--- src/rtl/axi4_lite_slv_q.sv ---
// AXI4-Lite slave front end: AW/W/AR holding registers push request FIFOs, B/R are loaded from response FIFOs.
// Optional: define AXI_SLV_ALIGN_CHECK_EN to answer misaligned addresses locally with SLVERR.
module axi4_lite_slv_q #(
   parameter int g_axi_data_width  = 32,
   parameter int g_axi_addr_width  = 28,
   parameter int g_max_outstanding = 4
) (
   input  logic                                                      aclk_i,
   input  logic                                                      areset_i,
   input  logic                                                      awvalid_i,
   output logic                                                      awready_o,
   input  logic [g_axi_addr_width-1:0]                               awaddr_i,
   input  logic [2:0]                                                awprot_i,
   input  logic                                                      wvalid_i,
   output logic                                                      wready_o,
   input  logic [g_axi_data_width-1:0]                               wdata_i,
   input  logic [g_axi_data_width/8-1:0]                             wstrb_i,
   output logic                                                      bvalid_o,
   input  logic                                                      bready_i,
   output logic [1:0]                                                bresp_o,
   input  logic                                                      arvalid_i,
   output logic                                                      arready_o,
   input  logic [g_axi_addr_width-1:0]                               araddr_i,
   input  logic [2:0]                                                arprot_i,
   output logic                                                      rvalid_o,
   input  logic                                                      rready_i,
   output logic [g_axi_data_width-1:0]                               rdata_o,
   output logic [1:0]                                                rresp_o,
   input  logic                                                      wr_req_full_i,
   output logic                                                      wr_req_push_o,
   output logic [g_axi_addr_width+3+g_axi_data_width+g_axi_data_width/8-1:0] wr_req_data_o,
   input  logic                                                      wr_resp_empty_i,
   input  logic [1:0]                                                wr_resp_data_i,
   output logic                                                      wr_resp_pull_o,
   input  logic                                                      rd_req_full_i,
   output logic                                                      rd_req_push_o,
   output logic [g_axi_addr_width+2:0]                               rd_req_data_o,
   input  logic                                                      rd_resp_empty_i,
   input  logic [g_axi_data_width+1:0]                               rd_resp_data_i,
   output logic                                                      rd_resp_pull_o,
   output logic [1:0]                                                dbg_state_o
);

   localparam int         c_strb_w = g_axi_data_width / 8;
   localparam logic [3:0] c_max    = 4'(g_max_outstanding);
   localparam logic [0:0] S_IDLE   = 1'b0;
   localparam logic [0:0] S_RESP   = 1'b1;

   logic                        aw_held_q, aw_held_d;
   logic [g_axi_addr_width-1:0] aw_addr_q;
   logic [2:0]                  aw_prot_q;
   logic                        w_held_q, w_held_d;
   logic [g_axi_data_width-1:0] w_data_q;
   logic [c_strb_w-1:0]         w_strb_q;
   logic                        ar_held_q, ar_held_d;
   logic [g_axi_addr_width-1:0] ar_addr_q;
   logic [2:0]                  ar_prot_q;

   logic aw_hs, w_hs, ar_hs;
   logic wr_misalign, rd_misalign;
   logic wr_push, rd_push, wr_local, rd_local, wr_pull, rd_pull, b_hs, r_hs;

   logic [0:0]                  wr_state_q, wr_state_d, rd_state_q, rd_state_d;
   logic [3:0]                  wr_cnt_q, wr_cnt_d, rd_cnt_q, rd_cnt_d;
   logic                        wr_local_q, wr_local_d, rd_local_q, rd_local_d;
   logic [1:0]                  bresp_q, bresp_d, rresp_q, rresp_d;
   logic [g_axi_data_width-1:0] rdata_q, rdata_d;

`ifdef AXI_SLV_ALIGN_CHECK_EN
   localparam int c_lsb = $clog2(c_strb_w);
   assign wr_misalign = |aw_addr_q[c_lsb-1:0];
   assign rd_misalign = |ar_addr_q[c_lsb-1:0];
`else
   assign wr_misalign = 1'b0;
   assign rd_misalign = 1'b0;
`endif

   // Valid/ready: a transfer happens on a rising edge where both are high; every
   // ready comes straight from a register and every valid holds its payload until taken.
   assign awready_o = ~aw_held_q;
   assign wready_o  = ~w_held_q;
   assign arready_o = ~ar_held_q;
   assign aw_hs     = awvalid_i & ~aw_held_q;
   assign w_hs      = wvalid_i & ~w_held_q;
   assign ar_hs     = arvalid_i & ~ar_held_q;

   assign wr_push  = aw_held_q & w_held_q & ~wr_misalign & ~wr_req_full_i & (wr_cnt_q < c_max);
   assign rd_push  = ar_held_q & ~rd_misalign & ~rd_req_full_i & (rd_cnt_q < c_max);
   // Local errors wait for an empty pipe so they cannot overtake FIFO responses.
   assign wr_local = aw_held_q & w_held_q & wr_misalign & (wr_state_q == S_IDLE) & (wr_cnt_q == 4'd0);
   assign rd_local = ar_held_q & rd_misalign & (rd_state_q == S_IDLE) & (rd_cnt_q == 4'd0);
   assign wr_pull  = (wr_state_q == S_IDLE) & ~wr_resp_empty_i & (wr_cnt_q != 4'd0);
   assign rd_pull  = (rd_state_q == S_IDLE) & ~rd_resp_empty_i & (rd_cnt_q != 4'd0);
   assign b_hs     = (wr_state_q == S_RESP) & bready_i;
   assign r_hs     = (rd_state_q == S_RESP) & rready_i;

   always_comb begin
      aw_held_d = aw_held_q;
      w_held_d  = w_held_q;
      ar_held_d = ar_held_q;
      if (wr_push | wr_local) begin
         aw_held_d = 1'b0;
         w_held_d  = 1'b0;
      end else begin
         if (aw_hs) aw_held_d = 1'b1;
         if (w_hs)  w_held_d  = 1'b1;
      end
      if (rd_push | rd_local) ar_held_d = 1'b0;
      else if (ar_hs)         ar_held_d = 1'b1;
   end

   always_comb begin
      wr_state_d = wr_state_q;
      wr_local_d = wr_local_q;
      bresp_d    = bresp_q;
      case (wr_state_q)
         S_IDLE: begin
            if (wr_pull) begin
               wr_state_d = S_RESP;
               bresp_d    = wr_resp_data_i;
               wr_local_d = 1'b0;
            end else if (wr_local) begin
               wr_state_d = S_RESP;
               bresp_d    = 2'b10;
               wr_local_d = 1'b1;
            end
         end
         default: if (bready_i) wr_state_d = S_IDLE;
      endcase
      wr_cnt_d = wr_cnt_q + {3'b000, wr_push} - {3'b000, b_hs & ~wr_local_q};
   end

   always_comb begin
      rd_state_d = rd_state_q;
      rd_local_d = rd_local_q;
      rdata_d    = rdata_q;
      rresp_d    = rresp_q;
      case (rd_state_q)
         S_IDLE: begin
            if (rd_pull) begin
               rd_state_d = S_RESP;
               rdata_d    = rd_resp_data_i[g_axi_data_width+1:2];
               rresp_d    = rd_resp_data_i[1:0];
               rd_local_d = 1'b0;
            end else if (rd_local) begin
               rd_state_d = S_RESP;
               rdata_d    = '0;
               rresp_d    = 2'b10;
               rd_local_d = 1'b1;
            end
         end
         default: if (rready_i) rd_state_d = S_IDLE;
      endcase
      rd_cnt_d = rd_cnt_q + {3'b000, rd_push} - {3'b000, r_hs & ~rd_local_q};
   end

   always_ff @(posedge aclk_i) begin
      if (areset_i) begin
         aw_held_q  <= 1'b0;
         aw_addr_q  <= '0;
         aw_prot_q  <= '0;
         w_held_q   <= 1'b0;
         w_data_q   <= '0;
         w_strb_q   <= '0;
         ar_held_q  <= 1'b0;
         ar_addr_q  <= '0;
         ar_prot_q  <= '0;
         wr_state_q <= S_IDLE;
         rd_state_q <= S_IDLE;
         wr_cnt_q   <= '0;
         rd_cnt_q   <= '0;
         wr_local_q <= 1'b0;
         rd_local_q <= 1'b0;
         bresp_q    <= '0;
         rresp_q    <= '0;
         rdata_q    <= '0;
      end else begin
         aw_held_q  <= aw_held_d;
         w_held_q   <= w_held_d;
         ar_held_q  <= ar_held_d;
         if (aw_hs) begin
            aw_addr_q <= awaddr_i;
            aw_prot_q <= awprot_i;
         end
         if (w_hs) begin
            w_data_q <= wdata_i;
            w_strb_q <= wstrb_i;
         end
         if (ar_hs) begin
            ar_addr_q <= araddr_i;
            ar_prot_q <= arprot_i;
         end
         wr_state_q <= wr_state_d;
         rd_state_q <= rd_state_d;
         wr_cnt_q   <= wr_cnt_d;
         rd_cnt_q   <= rd_cnt_d;
         wr_local_q <= wr_local_d;
         rd_local_q <= rd_local_d;
         bresp_q    <= bresp_d;
         rresp_q    <= rresp_d;
         rdata_q    <= rdata_d;
      end
   end

   assign wr_req_push_o  = wr_push;
   assign wr_req_data_o  = {aw_addr_q, aw_prot_q, w_data_q, w_strb_q};
   assign rd_req_push_o  = rd_push;
   assign rd_req_data_o  = {ar_addr_q, ar_prot_q};
   assign wr_resp_pull_o = wr_pull;
   assign rd_resp_pull_o = rd_pull;
   assign bvalid_o       = (wr_state_q == S_RESP);
   assign bresp_o        = bresp_q;
   assign rvalid_o       = (rd_state_q == S_RESP);
   assign rdata_o        = rdata_q;
   assign rresp_o        = rresp_q;
   assign dbg_state_o    = {wr_state_q, rd_state_q};

endmodule

--- config.mk ---
export PLATFORM = sky130hd
export DESIGN_NAME = axi4_lite_slv_q
export DESIGN_NICKNAME = d
export VERILOG_FILES = /design/src/rtl/axi4_lite_slv_q.sv
export SDC_FILE = /design/constraint.sdc
export NUM_CORES = 1
export LEC_CHECK = 0
export CAP_MARGIN = 40
export CELL_PAD_IN_SITES_DETAIL_PLACEMENT = 0
export CELL_PAD_IN_SITES_GLOBAL_PLACEMENT = 1
export CORE_ASPECT_RATIO = 0.5
export CORE_UTILIZATION = 30
export CTS_CLUSTER_DIAMETER = 200
export DETAILED_ROUTE_END_ITERATION = 8
export GPL_TIMING_DRIVEN = 0
export PLACE_DENSITY_LB_ADDON = 0.1
export SYNTH_ARGS = -nofsm -noshare
export SYNTH_HDL_FRONTEND = slang
export SYNTH_SLANG_ARGS = --single-unit
--- constraint.sdc ---
create_clock -name aclk_i -period 2.9 [get_ports aclk_i]
set_input_delay 0.87 -clock aclk_i [delete_from_list [all_inputs] [get_ports aclk_i]]
set_output_delay 0.87 -clock aclk_i [all_outputs]
set_load 0.1 [all_outputs]
==> qor.csv, run 1 <==
metric;value;unit
ys.flop_type;dfxtp_1;
clkTransAtPathRegs;60;ps
critPathKind;input port to output pin;
hold_path_class;register to register;
final_cells;1386;
syn_avg_cell_area;8.661;um2
numPortBuffers;288;
initial_core_util;30.99;%
reg2reg_depth;7;
antenna_found_initial;0;
syn_nets;824;
placed_cell_area;0.01184;mm2
area_growth;115.9;%
synth_edf_count;0;
grt-ovfl-total;0;
fin_crit;2887;ps
clkLatencyLatePin;410;ps
synth_seq_cells;147;
r2r_start;bvalid_o;
cp-start-kind;input port;
gp_congestion;0.6937;
cts.path.max_buffers;2;
ys_seq_area_share;51.02;%
p_clk_share;25.2;%
cts_tree;done;
internal-power;5.589;mW
core_area;0.01861;mm2
die_w;198.1;um
num_rows;35;
switching_share;38.92;%
stdcell_area;0.01245;mm2
setup_violations;0;
vias_per_cell;4.286;
cts_sinks;147;
syn_area;0.005768;mm2
critical_path_required;2030;ps
h-tree-depth;4;
num-nets-final;1274;
holdWs;452.2;ps
mostFrequentLayoutCells;clkdlybuf4s50_1, nand2_1, dfxtp_1, a21oi_1, buf_8;
antenna_cells;0;
yosys_warnings;0;
p_sw;3.562;mW
grtUsageTotal;19.99;%
cap_violations;0;
dieArea;0.01982;mm2
worstPathMaxFanout;10;
drt-initial-drc-count;155;
drv_slew;0;
p_seq_share;26.4;%
numCtsBuffers;17;
grt_pass1_vias;6028;
rsz0062_at_grt;false;
post-route-drc-count;0;
crit_end;rd_resp_pull_o;
hold_viol_final;0;
status;finished clean;
relSlewSlack;73.83;%
worstSetupStartpoint;rd_resp_empty_i;
vdd_drop_max;0.0005862;V
vias;5940;
r2r_setup_slack;1100;ps
arrival;2020;ps
num-fill-cells;1408;
ys_async_sr_fraction;0;%
timing.fmax;346.3;MHz
pin_count;290;
layout_commonest_cell;clkdlybuf4s50_1;
p_leak;4.913;nW
fin_util;66.90;%
dp_hpwl;15.38;mm
endpoint_kind;output pin;
firstDrtPassIters;4;
synthCells;666;
drive_above_1_share;19.96;%
worst_slew_pin_slew;391.7;ps
wire_per_inst;14.13;um
grt_pass1_wl;30.68;mm
synthDistinctLibCells;26;
antenna_left;0;
rr_endpoint;wr_cnt_q[2];
power.density;735.0;mW/mm2
grt_start_max_net_pins;17;
clockRootBuffer;clkbuf_16;
finalCritPeriodShare;99.56;%
p_comb_share;48.4;%
die_h;100.1;um
skew;8.480;ps
dp.cells;1358;
drt_wl_total;19.58;mm
## cells in the mapped netlist (3+ instances only)
| library cell | count | area share, % |
|---|---|---|
| nand2_1 | 197 | 13 |
| ha_1 | 11 | 2.4 |
| mux2i_1 | 36 | 6.2 |
| inv_1 | 15 | 0.98 |
| buf_2 | 33 | 2.9 |
| buf_12 | 3 | 1.0 |
| nand2b_1 | 77 | 8.4 |
| dfxtp_1 | 147 | 51 |
| nor2b_1 | 8 | 0.87 |
| clkbuf_1 | 7 | 0.46 |
| a21oi_1 | 102 | 8.9 |
| nor2_1 | 8 | 0.52 |
## worst min path at each step
| stage | depth (start not counted) | slack, ps | endpoint | from |
|---|---|---|---|---|
| final | 2 | 450 | ar_addr_q[2] | ar_addr_q[2] |
| after detailed placement | 2 | 450 | w_data_q[10] | w_data_q[10] |
| after global routing | 2 | 470 | w_data_q[3] | w_data_q[3] |
| after global placement | 2 | 440 | w_data_q[19] | w_data_q[19] |
| after CTS | 2 | 450 | w_data_q[10] | w_data_q[10] |
| after floorplan | 1 | 490 | w_held_q | w_held_q |
## critical path, cell delays in order
cell	delay, ps
clkdlybuf4s50_1	420
a311oi_2	250
buf_6	160
buf_12	140
buf_12	180
## flip-flops by register name, indices dropped and copies added (netlist names)
name	count
ar_addr_q	28
ar_held_q	1
ar_prot_q	3
aw_addr_q	28
aw_held_q	1
aw_prot_q	3
bresp_o	2
bvalid_o	1
rd_cnt_q	4
rdata_o	32
rresp_o	2
rvalid_o	1
w_data_q	32
w_held_q	1
w_strb_q	4
wr_cnt_q	4
## per-layer routing
layer / share of wire, % / global-route usage (%) / up-vias
met4: 0.77 / 3.936 / 0
met5: 0 / 0 / -
met1: 43 / 23.28 / 2739
li1: - / - / 3030
met3: 6.6 / 7.224 / 13
met2: 50 / 35.48 / 158
## power groups by stage
| stage | logic (mW) | clock network [mW] | registers [mW] |
|---|---|---|---|
| 2_1_floorplan | 1.07 | 0 | 3.94 |
| 4_1_cts | 4.46 | 2.36 | 2.41 |
| 3_5_place_dp | 4.43 | 0 | 2.45 |
| 3_3_place_gp | 3.42 | 0 | 2.44 |
| 6_report | 4.43 | 2.31 | 2.41 |
| 5_1_grt | 4.61 | 2.47 | 2.44 |
## cells by family after synthesis
group,share of synthesized area [%]
xor gates and xnor gates,0.3037
buffers and inverters,5.857
adders and majority gates,3.080
muxes,6.247
DFF,51.02
AOI/OAI and AO/OA,10.28
and+or+nand+nor,23.21
## timing repair
item                                   in CTS  in global routing
setup endpoints to repair                   4                  0
resized for setup                           5                  0
buffers inserted                            2                  0
hold buffers                                0                  0
endpoints found under the hold margin       0                  0
## metrics by stage
stage               power (mW)  TNS (ps)  setup WS [ps]
floorplan                5.014         0          122.9
global placement         5.859     -3397          -1087
detailed placement       6.884     -1760         -653.6
CTS                      9.240         0          17.35
global route             9.523         0          3.813
finish                   9.151         0          12.70
## area by class of cell
| class | count | area [um2] | area share [%] |
|---|---|---|---|
| Timing Repair Buffer | 431 | 5725 | 45.99 |
| Clock buffer | 19 | 452.9 | 3.638 |
| Tap cell | 259 | 324.1 | 2.603 |
| Sequential cell | 147 | 2943 | 23.64 |
| Inverter | 16 | 60.06 | 0.4824 |
| Clock inverter | 11 | 160.2 | 1.286 |
| Buffer | 46 | 277.8 | 2.231 |
| Multi-Input combinational cell | 457 | 2507 | 20.14 |
(Power assumes the default switching activity.)
==> inputs of run 2 (changes only) <==
--- a/config.mk
+++ b/config.mk
@@ -5,11 +5,12 @@
 export SDC_FILE = /design/constraint.sdc
 export NUM_CORES = 1
 export LEC_CHECK = 0
+export ABC_AREA = 1
 export CAP_MARGIN = 40
 export CELL_PAD_IN_SITES_DETAIL_PLACEMENT = 0
 export CELL_PAD_IN_SITES_GLOBAL_PLACEMENT = 1
 export CORE_ASPECT_RATIO = 0.5
-export CORE_UTILIZATION = 30
+export CORE_UTILIZATION = 29
 export CTS_CLUSTER_DIAMETER = 200
 export DETAILED_ROUTE_END_ITERATION = 8
 export GPL_TIMING_DRIVEN = 0
==> qor.csv, run 2 <==
metric;value;unit
antenna_left;0;
die_w;201.0;um
cp_num_cells;6;
cts_sinks;147;
power.density;892.8;mW/mm2
ys_top_cells_by_count;nor2_1, dfxtp_1, o21ai_0;
path_buf_inv;4;
slowest_delay;450;ps
dp_hpwl;16.95;mm
p_leak;5.526;nW
r2r_setup_slack;1060;ps
crit_family;buffers and inverters;
synthDistinctLibCells;21;
r2r_start;wr_cnt_q[2];
dieArea;0.02039;mm2
syn_area;0.005739;mm2
timing.fmax;353.2;MHz
setup_violations;0;
yosys.area.top_type;dfxtp_1;
path_cells;clkdlybuf4s50_1 > nor2_4 > buf_6 > nand2_1 > inv_1 > buf_12;
core_area;0.01887;mm2
dp.cells;1456;
critPathKind;input port to output pin;
status;finished clean;
synthCells;764;
pin_count;290;
firstDrtPassIters;4;
vias;6483;
cp_slowest_cell;clkdlybuf4s50_1;
grt_pass1_wl;34.46;mm
numCtsBuffers;17;
numPortBuffers;288;
grtUsageTotal;21.52;%
holdWs;478.3;ps
initial_core_util;30.41;%
yosys_warnings;0;
antenna_cells;0;
hold_path_class;register to register;
cap_violations;0;
drive_above_1_share;18.58;%
antenna_found_initial;0;
area_growth;120.4;%
h-tree-depth;4;
num-nets-final;1372;
cts_tree;done;
crit_end;rd_resp_pull_o;
clkLatencyLatePin;410;ps
reg2reg_depth;10;
num_rows;35;
layout_commonest_cell;clkdlybuf4s50_1;
grt_start_max_net_pins;17;
yosysMostFrequentCell;nor2_1;
rsz0062_at_grt;false;
post-route-drc-count;0;
cts.path.max_buffers;2;
drt-initial-drc-count;234;
wire_per_inst;14.55;um
finalCritPeriodShare;97.64;%
worst_slew_pin_slew;485.1;ps
rr_endpoint;wr_cnt_q[2];
worstPathMaxFanout;10;
synth_seq_cells;147;
final_cells;1486;
arrival;1960;ps
clkTransAtPathRegs;60;ps
vias_per_cell;4.363;
clockRootBuffer;clkbuf_16;
mostFrequentLayoutCells;clkdlybuf4s50_1, nor2_1, dfxtp_1, o21ai_0, buf_16;
worstSetupStartpoint;rd_resp_empty_i;
synth_area_leaders;dfxtp_1, nor2_1, o21ai_0, inv_1, a21oi_1;
yosysTopAreaCellShare;51.28;%
vdd_drop_max;0.0004247;V
grt-ovfl-total;0;
syn_nets;922;
ys_async_sr_fraction;0;%
endpoint_kind;output pin;
die_h;101.5;um
relSlewSlack;67.54;%
fin_crit;2832;ps
critical_path_required;2030;ps
ys.flop_type;dfxtp_1;
skew;6.911;ps
hold_viol_final;0;
ys_seq_area_share;51.28;%
drt_wl_total;21.62;mm
drv_slew;0;
grt_pass1_vias;6840;
syn_avg_cell_area;7.512;um2
num-fill-cells;1448;
synth_edf_count;0;
cp-start-kind;input port;
gp_congestion;0.7351;
## run 2: cell types whose count changed in the layout (fill, tap and decap cells not counted), moves of 5 or more
cell | before | now
nand2_1 | 197 | 48
nand3_1 | 2 | 41
o21ai_0 | 0 | 93
nand2b_1 | 77 | 0
inv_1 | 15 | 67
nor2b_1 | 8 | 0
nor2_1 | 7 | 244
buf_16 | 54 | 72
buf_4 | 4 | 11
a21oi_1 | 102 | 43
mux2i_1 | 36 | 0
buf_8 | 88 | 69
o21ai_1 | 0 | 5
## run 2: how the worst min path moves through the flow
stage	start	end	slack, ps	cells past startpoint
floorplan	aw_held_q	aw_held_q	570	3
global placement	rdata_o[16]	rdata_o[16]	460	2
detailed placement	rdata_o[2]	rdata_o[2]	470	2
CTS	rdata_o[2]	rdata_o[2]	480	2
global route	rdata_o[21]	rdata_o[21]	500	2
finish	bresp_o[1]	bresp_o[1]	480	2
## run 2: cells by family (layout without fill, tap and decap cells)
| group | count (synthesis) | in the layout | synth area share (%) |
|---|---|---|---|
| and+or+nand+nor | 339 | 339 | 23.48 |
| DFF | 147 | 147 | 51.28 |
| AOI/OAI and AO/OA | 142 | 142 | 12.43 |
| buffers and inverters | 121 | 584 | 9.418 |
| adders and majority gates | 13 | 13 | 3.096 |
| xor gates and xnor gates | 2 | 2 | 0.3053 |
## run 2: per-stage QoR
step,total power [mW],TNS (ps),setup WS [ps],util [%],area [um2]
4_1_cts,11.39,0,51.54,67.03,12650
3_5_place_dp,9.021,-1487,-579.6,63.72,12030
3_3_place_gp,7.415,-3131,-1008,47.41,8949
6_report,11.30,0,68.36,67.03,12650
2_1_floorplan,6.218,0,187.4,-,5742
5_1_grt,11.81,0,15.36,67.03,12650
## run 2: what timing repair did
| action | CTS | global route |
|---|---|---|
| hold buffers | 0 | 0 |
| setup buffers | 2 | 0 |
| pin swaps | 2 | 1 |
| resized for setup | 9 | 0 |
| setup endpoints to repair | 4 | 1 |
## run 2: metal layers
layer	vias up	GRT usage, %	routed length [um]
met3	20	5.373	1130
met4	0	6.635	305
met5	-	0	0
met1	2999	24.76	9032
li1	3299	-	-
met2	165	39.79	11150
## run 2: worst reg2reg max path: stages (launching register included)
cell     delay [ps]
dfxtp_1         310
inv_1            70
ha_1            220
inv_1            60
nor2_1           40
nand3_1          90
inv_2            80
ha_1            240
fa_1            400
xnor2_1         170
nor2_1           50
## run 2: where the power goes
part	leakage (nW)	internal, mW	switching [mW]
Sequential	1.22	2.38	0.189
Combinational	4.02	2.50	3.90
Clock	0.293	1.44	0.890
## run 2: cell type report
class / count / area [um2] / area share [%]
clock buffer: 19 / 432.9 / 3.422
buffer: 50 / 280.3 / 2.215
inverter: 71 / 266.5 / 2.106
timing repair buffer: 431 / 5956 / 47.07
multi-input combinational: 496 / 2266 / 17.91
clock inverter: 13 / 183.9 / 1.454
tap: 259 / 324.1 / 2.561
sequential: 147 / 2943 / 23.26
